$ cat config.mk
export PLATFORM = sky130hd
export DESIGN_NAME = calc_sequencer
export DESIGN_NICKNAME = d
export VERILOG_FILES = /design/src/rtl/calc_sequencer.sv
export SDC_FILE = /design/constraint.sdc
export NUM_CORES = 1
export LEC_CHECK = 0
export BUFFER_PORTS_ARGS = -buffer_cell sky130_fd_sc_hd__clkbuf_2
export CAP_MARGIN = 25
export CORE_AREA = 8 8 48 50
export CTS_CLUSTER_DIAMETER = 80
export DETAILED_ROUTE_END_ITERATION = 7
export DIE_AREA = 0 0 56 58
export SLEW_MARGIN = 10
export SYNTH_ARGS = -nofsm -noshare
export SYNTH_HDL_FRONTEND = slang
export SYNTH_SLANG_ARGS = --single-unit
$ cat constraint.sdc
create_clock -name Clk -period 1.6 [get_ports Clk]
set_input_delay 0.48 -clock Clk [delete_from_list [all_inputs] [get_ports Clk]]
set_output_delay 0.48 -clock Clk [all_outputs]
set_load 0.005 [all_outputs]
$ cat src/rtl/calc_sequencer.sv
// ---------------------------------------------------------------------------
// calc_sequencer
//
// Purpose:
//   Control FSM for the 4-bit calculator datapath (regA, regB, ALU, regC and
//   the hex displays). One operation runs through these states:
//     LOAD_A -> LOAD_B -> EXEC (EXEC_CYCLES cycles) -> STORE -> DONE.
//   - LOAD_A and LOAD_B each issue a one-cycle load strobe for regA or regB,
//     which capture the shared Dados bus.
//   - LOAD_B also latches the operation select from Instrucao.
//   - EXEC holds the ALU for EXEC_CYCLES cycles.
//   - STORE writes regC.
//   - DONE pulses fim for one cycle.
//   The current state code is exported for the state debug display.
//
// Parameters:
//   EXEC_CYCLES : number of cycles spent in EXEC (1..15).
//   CNT_W       : width of the EXEC down-counter; must hold EXEC_CYCLES-1.
//
// Ports:
//   Clk        in   system clock, rising edge
//   Rst        in   asynchronous active-high reset
//   inicio     in   start request (level), sampled in IDLE and DONE
//   aborta     in   synchronous abort, forces IDLE from any state
//   Instrucao  in   operation select, sampled only in LOAD_B
//   ld_a       out  regA load strobe
//   ld_b       out  regB load strobe
//   ld_c       out  regC (result) write strobe
//   op_sel     out  ALU operation select (valid in EXEC and STORE)
//   state      out  current state code (4 bits)
//   fim        out  operation-complete pulse
//   op_count   out  completed-operation counter, 8 bits, wraps at 255.
//                   Present only when CALC_SEQ_OPCOUNT_EN is defined.
//
// Optional feature macro: CALC_SEQ_OPCOUNT_EN
//
// All outputs are decoded from registered state only. No input reaches an
// output combinationally.
// ---------------------------------------------------------------------------
module calc_sequencer #(
  parameter int EXEC_CYCLES = 1,
  parameter int CNT_W       = 4
) (
  input  logic       Clk,
  input  logic       Rst,
  input  logic       inicio,
  input  logic       aborta,
  input  logic       Instrucao,
  output logic       ld_a,
  output logic       ld_b,
  output logic       ld_c,
  output logic       op_sel,
  output logic [3:0] state,
  output logic       fim
`ifdef CALC_SEQ_OPCOUNT_EN
  ,
  output logic [7:0] op_count
`endif
);

  typedef enum logic [3:0] {
    S_IDLE   = 4'd0,
    S_LOAD_A = 4'd1,
    S_LOAD_B = 4'd2,
    S_EXEC   = 4'd3,
    S_STORE  = 4'd4,
    S_DONE   = 4'd5
  } state_t;

  state_t           r_state;
  state_t           w_state_next;
  logic [CNT_W-1:0] r_cnt;
  logic [CNT_W-1:0] w_cnt_next;
  logic             r_op;
  logic             w_op_next;

  // State register, EXEC counter and latched operation select.
  always_ff @(posedge Clk or posedge Rst) begin
    if (Rst) begin
      r_state <= S_IDLE;
      r_cnt   <= '0;
      r_op    <= 1'b0;
    end else begin
      r_state <= w_state_next;
      r_cnt   <= w_cnt_next;
      r_op    <= w_op_next;
    end
  end

  // Next-state logic and Moore output decode.
  always_comb begin
    w_state_next = r_state;
    w_cnt_next   = r_cnt;
    w_op_next    = r_op;
    ld_a         = 1'b0;
    ld_b         = 1'b0;
    ld_c         = 1'b0;
    op_sel       = 1'b0;
    fim          = 1'b0;

    case (r_state)
      S_IDLE: begin
        if (inicio) w_state_next = S_LOAD_A;
      end

      S_LOAD_A: begin
        ld_a         = 1'b1;
        w_state_next = S_LOAD_B;
      end

      S_LOAD_B: begin
        ld_b         = 1'b1;
        w_op_next    = Instrucao;
        w_cnt_next   = CNT_W'(EXEC_CYCLES - 1);
        w_state_next = S_EXEC;
      end

      S_EXEC: begin
        op_sel = r_op;
        if (r_cnt == '0) w_state_next = S_STORE;
        else             w_cnt_next   = r_cnt - CNT_W'(1);
      end

      S_STORE: begin
        ld_c         = 1'b1;
        op_sel       = r_op;
        w_state_next = S_DONE;
      end

      S_DONE: begin
        fim = 1'b1;
        // A held inicio chains straight into the next operation.
        w_state_next = inicio ? S_LOAD_A : S_IDLE;
      end

      // Unused codes 6..15 recover to IDLE.
      default: w_state_next = S_IDLE;
    endcase

    // Abort overrides every transition, including a start request.
    if (aborta) w_state_next = S_IDLE;
  end

  assign state = r_state;

`ifdef CALC_SEQ_OPCOUNT_EN
  logic [7:0] r_op_count;

  // Only completed operations reach DONE, so aborted runs are never counted.
  always_ff @(posedge Clk or posedge Rst) begin
    if (Rst)                   r_op_count <= 8'd0;
    else if (r_state == S_DONE) r_op_count <= r_op_count + 8'd1;
  end

  assign op_count = r_op_count;
`endif

endmodule
# Word-level counts from Yosys, hierarchy flattened
# Index checks and enable logic that the tools add are counted.
# totals
register_bits	9
inputBits	5
output_inout_bits	9
# op_classes
n_addsub	1
eq_ne	8
muxes	12
n_reduce_logical	6
# op_table
cell	n
case mux 4 bit (6 select lines)	1
2-to-1 mux 4 bit	4
equality test 4 x 2 -> 1 bit (second input constant)	2
equality test 4 x 3 -> 1 bit (second input constant)	2
logical NOT 4 bit	2
case mux 4 bit (2 select lines)	1
2-to-1 mux 1 bit	6
!= test 3 bit (second input constant)	2
equality test 4 x 1 -> 1 bit (second input constant)	1
AND reduction 2 bit	2
subtractor 4 x 1 -> 4 bit (second input constant)	1
!= test 2 bit (second input constant)	1
nonzero test 2 bit	1
OR reduction 2 bit	1

# Longest topological paths before layout
# depth
word_depth	4
depth_mapped	5

# Least setup slack after synthesis
# OpenSTA, ideal clock, no wires.
# synth_timing
kind	reg2out
from	reg r_state[2] (netlist: state[2])
to	out op_sel
arrival_ns	0.973
required_ns	1.120
setup_slack_ns	0.147
stages_incl_launch_ff	4
n_path_buf	0
path_cell_list	dfrtp_1 > and3b_4 > nor2_1 > nor2b_1
# synth_via
elab_chain_cells	3
# synth_lines
element	line_no	text
start: declaration	70	state_t r_state;
start signal: assignment	84	r_state <= w_state_next;
equality test 4 x 2 -> 1 bit / equality test 4 x 3 -> 1 bit (equally long branches)	101	case (r_state)
OR reduction 2 bit (no line) (*)	-	
2-to-1 mux 1 bit (*)	101	
end: declaration	52	output logic op_sel,
# Mark *: on every way between the ends. The rest lies on a longest branch, timed or not.

# Final worst setup path
# Ends and elaborated chain as after synthesis.

==> results.md <==
Layout:
- The net count of the finished layout is 80.
- The leading cell type in the layout, fill and taps excluded is sky130_fd_sc_hd__clkbuf_2.
- The final core utilization is 0.4101.
- The sequential standard cell area is 202.7 um^2.
- The number of inserted diodes is 0.
- From synthesis to final layout, the design area changed by 31.92%.
- In the layout the commonest cells are sky130_fd_sc_hd__clkbuf_2 (9), sky130_fd_sc_hd__buf_4 (8), sky130_fd_sc_hd__dfrtp_1 (6), sky130_fd_sc_hd__nand2_1 (4), sky130_fd_sc_hd__inv_1 (4).
- The share of layout cells above drive strength 1 is 0.4583.
- The fill cell total of the finished layout is between 150 and 200.
- In the final layout, the multi-input gates occupy around 270 um^2.

Die:
- The number of placement rows is 15.
- The x dimension of the die is 56 um.
- The vertical extent of the die is a little under 60 um.
- For this configuration, the core starts out at a cell density of 0.3109.
- The die covers 3248 um^2.
- During I/O placement, the number of pins put on the boundary was 14.
- The core region is around 1600 um^2.

Placement:
- The post-placement setup slack is about 0.12 ns.
- In this run the tool buffered the top-level ports with 12 buffer cells.
- The detailed placer's ending HPWL is 913.3 um.
- The last weighted congestion value of the routability-driven placer is between 0.7 and 0.8.

Global route:
- The via count of the first global-routing pass is roughly 450.
- The total track usage is 0.07713.
- The global-route congestion overflow total is 0.
- The number of antenna violations at the first check in global routing is 0.
- The first global-routing pass estimated 1.966 mm of wire.
- Entering global routing, the biggest net connects 9 pins.

Clock tree:
- The number of buffers added to fix hold violations after cts is 0.
- The latest clock arrival within the worst-skew pair is roughly 0.26 ns.
- The clock input transition at the sequential cells of the worst setup and hold paths is about 0.060 ns.
- The CTS root buffer is sky130_fd_sc_hd__clkbuf_4.
- The CTS tree is done.
- The clock sink count is 8.
- The number of H-tree branching levels is 1.
- The longest clock path from root to sink contains 2 buffers.
- The TritonCTS buffer count is 3.

STA:
- The portion of the clock cycle consumed by the worst path in the final layout is 1.066.
- The final count of hold timing violations is 0.
- The setup clock skew after layout is slightly above 0.004 ns.
- Setup repair after global routing could not meet its margin everywhere.
- The post-layout minimum cycle time is 1.706 ns.
- For the final routed database, the setup TNS stands at -0.2380 ns.
- The setup violation total in the final timing report is 4.
- The final number of max-transition violations is 0.
- After layout, the worst setup slack is -0.1061 ns.
- For this run, the top clock speed supported by timing is 0.5861 GHz.
- The hold slack is 0.1474 ns.

Setup path:
- On the critical path the largest part of the delay comes from simple AND/OR/NAND/NOR gates.
- The setup path with the least slack is of type flip-flop to primary output.
- Counting both buffers and inverters, the worst setup path holds a total of 1.
- Data arrives at the worst endpoint at 1.23 ns.
- The worst setup path is captured at a primary output.
- Traced cell by cell, the critical path runs through and3b_4 > nor2_2 > nor2b_1 > buf_2.
- In this run the worst path has a maximum fanout of 4.
- STA puts the critical path data required time at between 1 and 1.5 ns.
- Among all stages on the critical path, the largest delay is contributed by sky130_fd_sc_hd__dfrtp_1.
- STA classifies the critical path startpoint as a flip-flop.
- In this design, the stage delay of the slowest critical-path cell is about 0.4 ns.

Min path:
- The min-delay analysis places its worst path in the category input pin to async pin.

Routing:
- In the final routed layout, each cell accounts on average for 13.44 um.
- Dividing the detail-routed via count by the number of cells gives 5.056.
- The violation count after the first detailed-route iteration is 9.
- The final route contains between 400 and 500 vias.
- The final layout contains routed wiring with a total length of 1.196 mm.
- After detailed routing, the number of remaining DRC violations is 0.
- Once detail routing completed, the nets flagged for antenna violations numbered 0.
- The first detailed-routing pass took 4 iterations.

Yosys:
- The async set or reset register ratio after synthesis is 1.000.
- The mapped netlist covers around 500 um^2.
- Of the synthesized area, sequential elements account for 0.3990.
- During synthesis, Yosys emitted a total of 0 warnings.
- The post-synthesis cell type count is 26.
- The number of nets handed over by synthesis was between 50 and 60.
- The average cell area after synthesis is a little under 10 um^2.
- The number of enable flip-flop cells after synthesis is 0.
- Synthesis handed over a netlist of 52 instances.
- For this run, the leading register cell type out of synthesis is sky130_fd_sc_hd__dfrtp_1.
- The flip-flop and latch count after synthesis is 8.

Pwr:
- In this run the static leakage power is about 0.33 nW.
- The power density relative to cell area is around 800 nW/um^2.
- VDD sags by at most between 0.3 and 0.4 mV.
- Overall power consumption after layout is estimated at between 0.5 and 0.6 mW.

Status:
- The run finished, with violations left.
- The final reports fail on negative setup slack.

Run:
- Across the run, the number of max-cap violations was 0.
[metrics by stage]
step                area (um^2)  cells
floorplan                 501.7     52
global placement          598.1     83
detailed placement        598.1     83
CTS                       645.6     88
global route              661.9     89
finish                    661.9     89
[Yosys cell counts (2+ instances only)]
master,n,area share
sky130_fd_sc_hd__a21oi_1,2,0.020
sky130_fd_sc_hd__buf_4,3,0.045
sky130_fd_sc_hd__dfrtp_1,8,0.40
sky130_fd_sc_hd__inv_1,4,0.030
sky130_fd_sc_hd__mux2i_1,2,0.040
sky130_fd_sc_hd__nand2_1,4,0.030
sky130_fd_sc_hd__nand2b_1,3,0.037
sky130_fd_sc_hd__nor2_1,3,0.022
sky130_fd_sc_hd__nor2b_1,2,0.025
sky130_fd_sc_hd__nor3_1,3,0.030
sky130_fd_sc_hd__o21ai_0,3,0.030
[path summary, 6_finish.rpt]
kind / start / endpoint / slack, ns / depth (start not counted)
setup / recovery: state[2] / op_sel / -0.11 / 4
hold reg to reg: r_cnt[0] / r_cnt[0] / 0.51 / 1
setup reg to reg: r_cnt[0] / r_cnt[1] / 0.30 / 5
min in group Clk: aborta / state[0] / 0.42 / 2
hold / removal: Rst / r_op / 0.15 / 2
max in group asynchronous: Rst / state[1] / 1.18 / 2
[report_power, final]
group / switching, mW / internal, mW
logic: 0.0639 / 0.0782
registers: 0.0180 / 0.225
clock network: 0.0732 / 0.0861
[repair_timing]
action / 4_1_cts / 5_1_grt
gates cloned: 0 / 0
pin swaps: 0 / 1
setup endpoints to repair: 3 / 5
hold endpoints to repair: 0 / 0
resized for setup: 3 / 5
buffers inserted: 2 / 1
[cell type report]
| cell class | count | share of cell area |
|---|---|---|
| repair buffers | 20 | 0.1909 |
| flip-flops and latches | 8 | 0.3062 |
| multi-input cells | 37 | 0.4140 |
| well taps | 17 | 0.03214 |
| inverters | 4 | 0.02268 |
| clock buffers | 3 | 0.03403 |
[logic make-up after synthesis]
| kind of cell | synth area share |
|---|---|
| other cells | 0.007474 |
| buf+inv | 0.07480 |
| simple gates | 0.2643 |
| mux | 0.06234 |
| xor+xnor | 0.01746 |
| compound gates | 0.1496 |
| flops | 0.3990 |
| fa+ha+maj | 0.02493 |
[routing by layer]
metal | share of wire | vias to the layer above | global-route usage
li1 | - | 215 | -
met1 | 0.43 | 216 | 0.07955
met2 | 0.48 | 16 | 0.1157
met3 | 0.068 | 3 | 0.02620
met4 | 0.020 | 0 | 0.08247
met5 | 0 | - | 0
[state kept, by name, summed over array words and instances, names as in the netlist]
signal and cells:
state 3, r_cnt 4, r_op 1
Power figures use the tool's default switching activity.
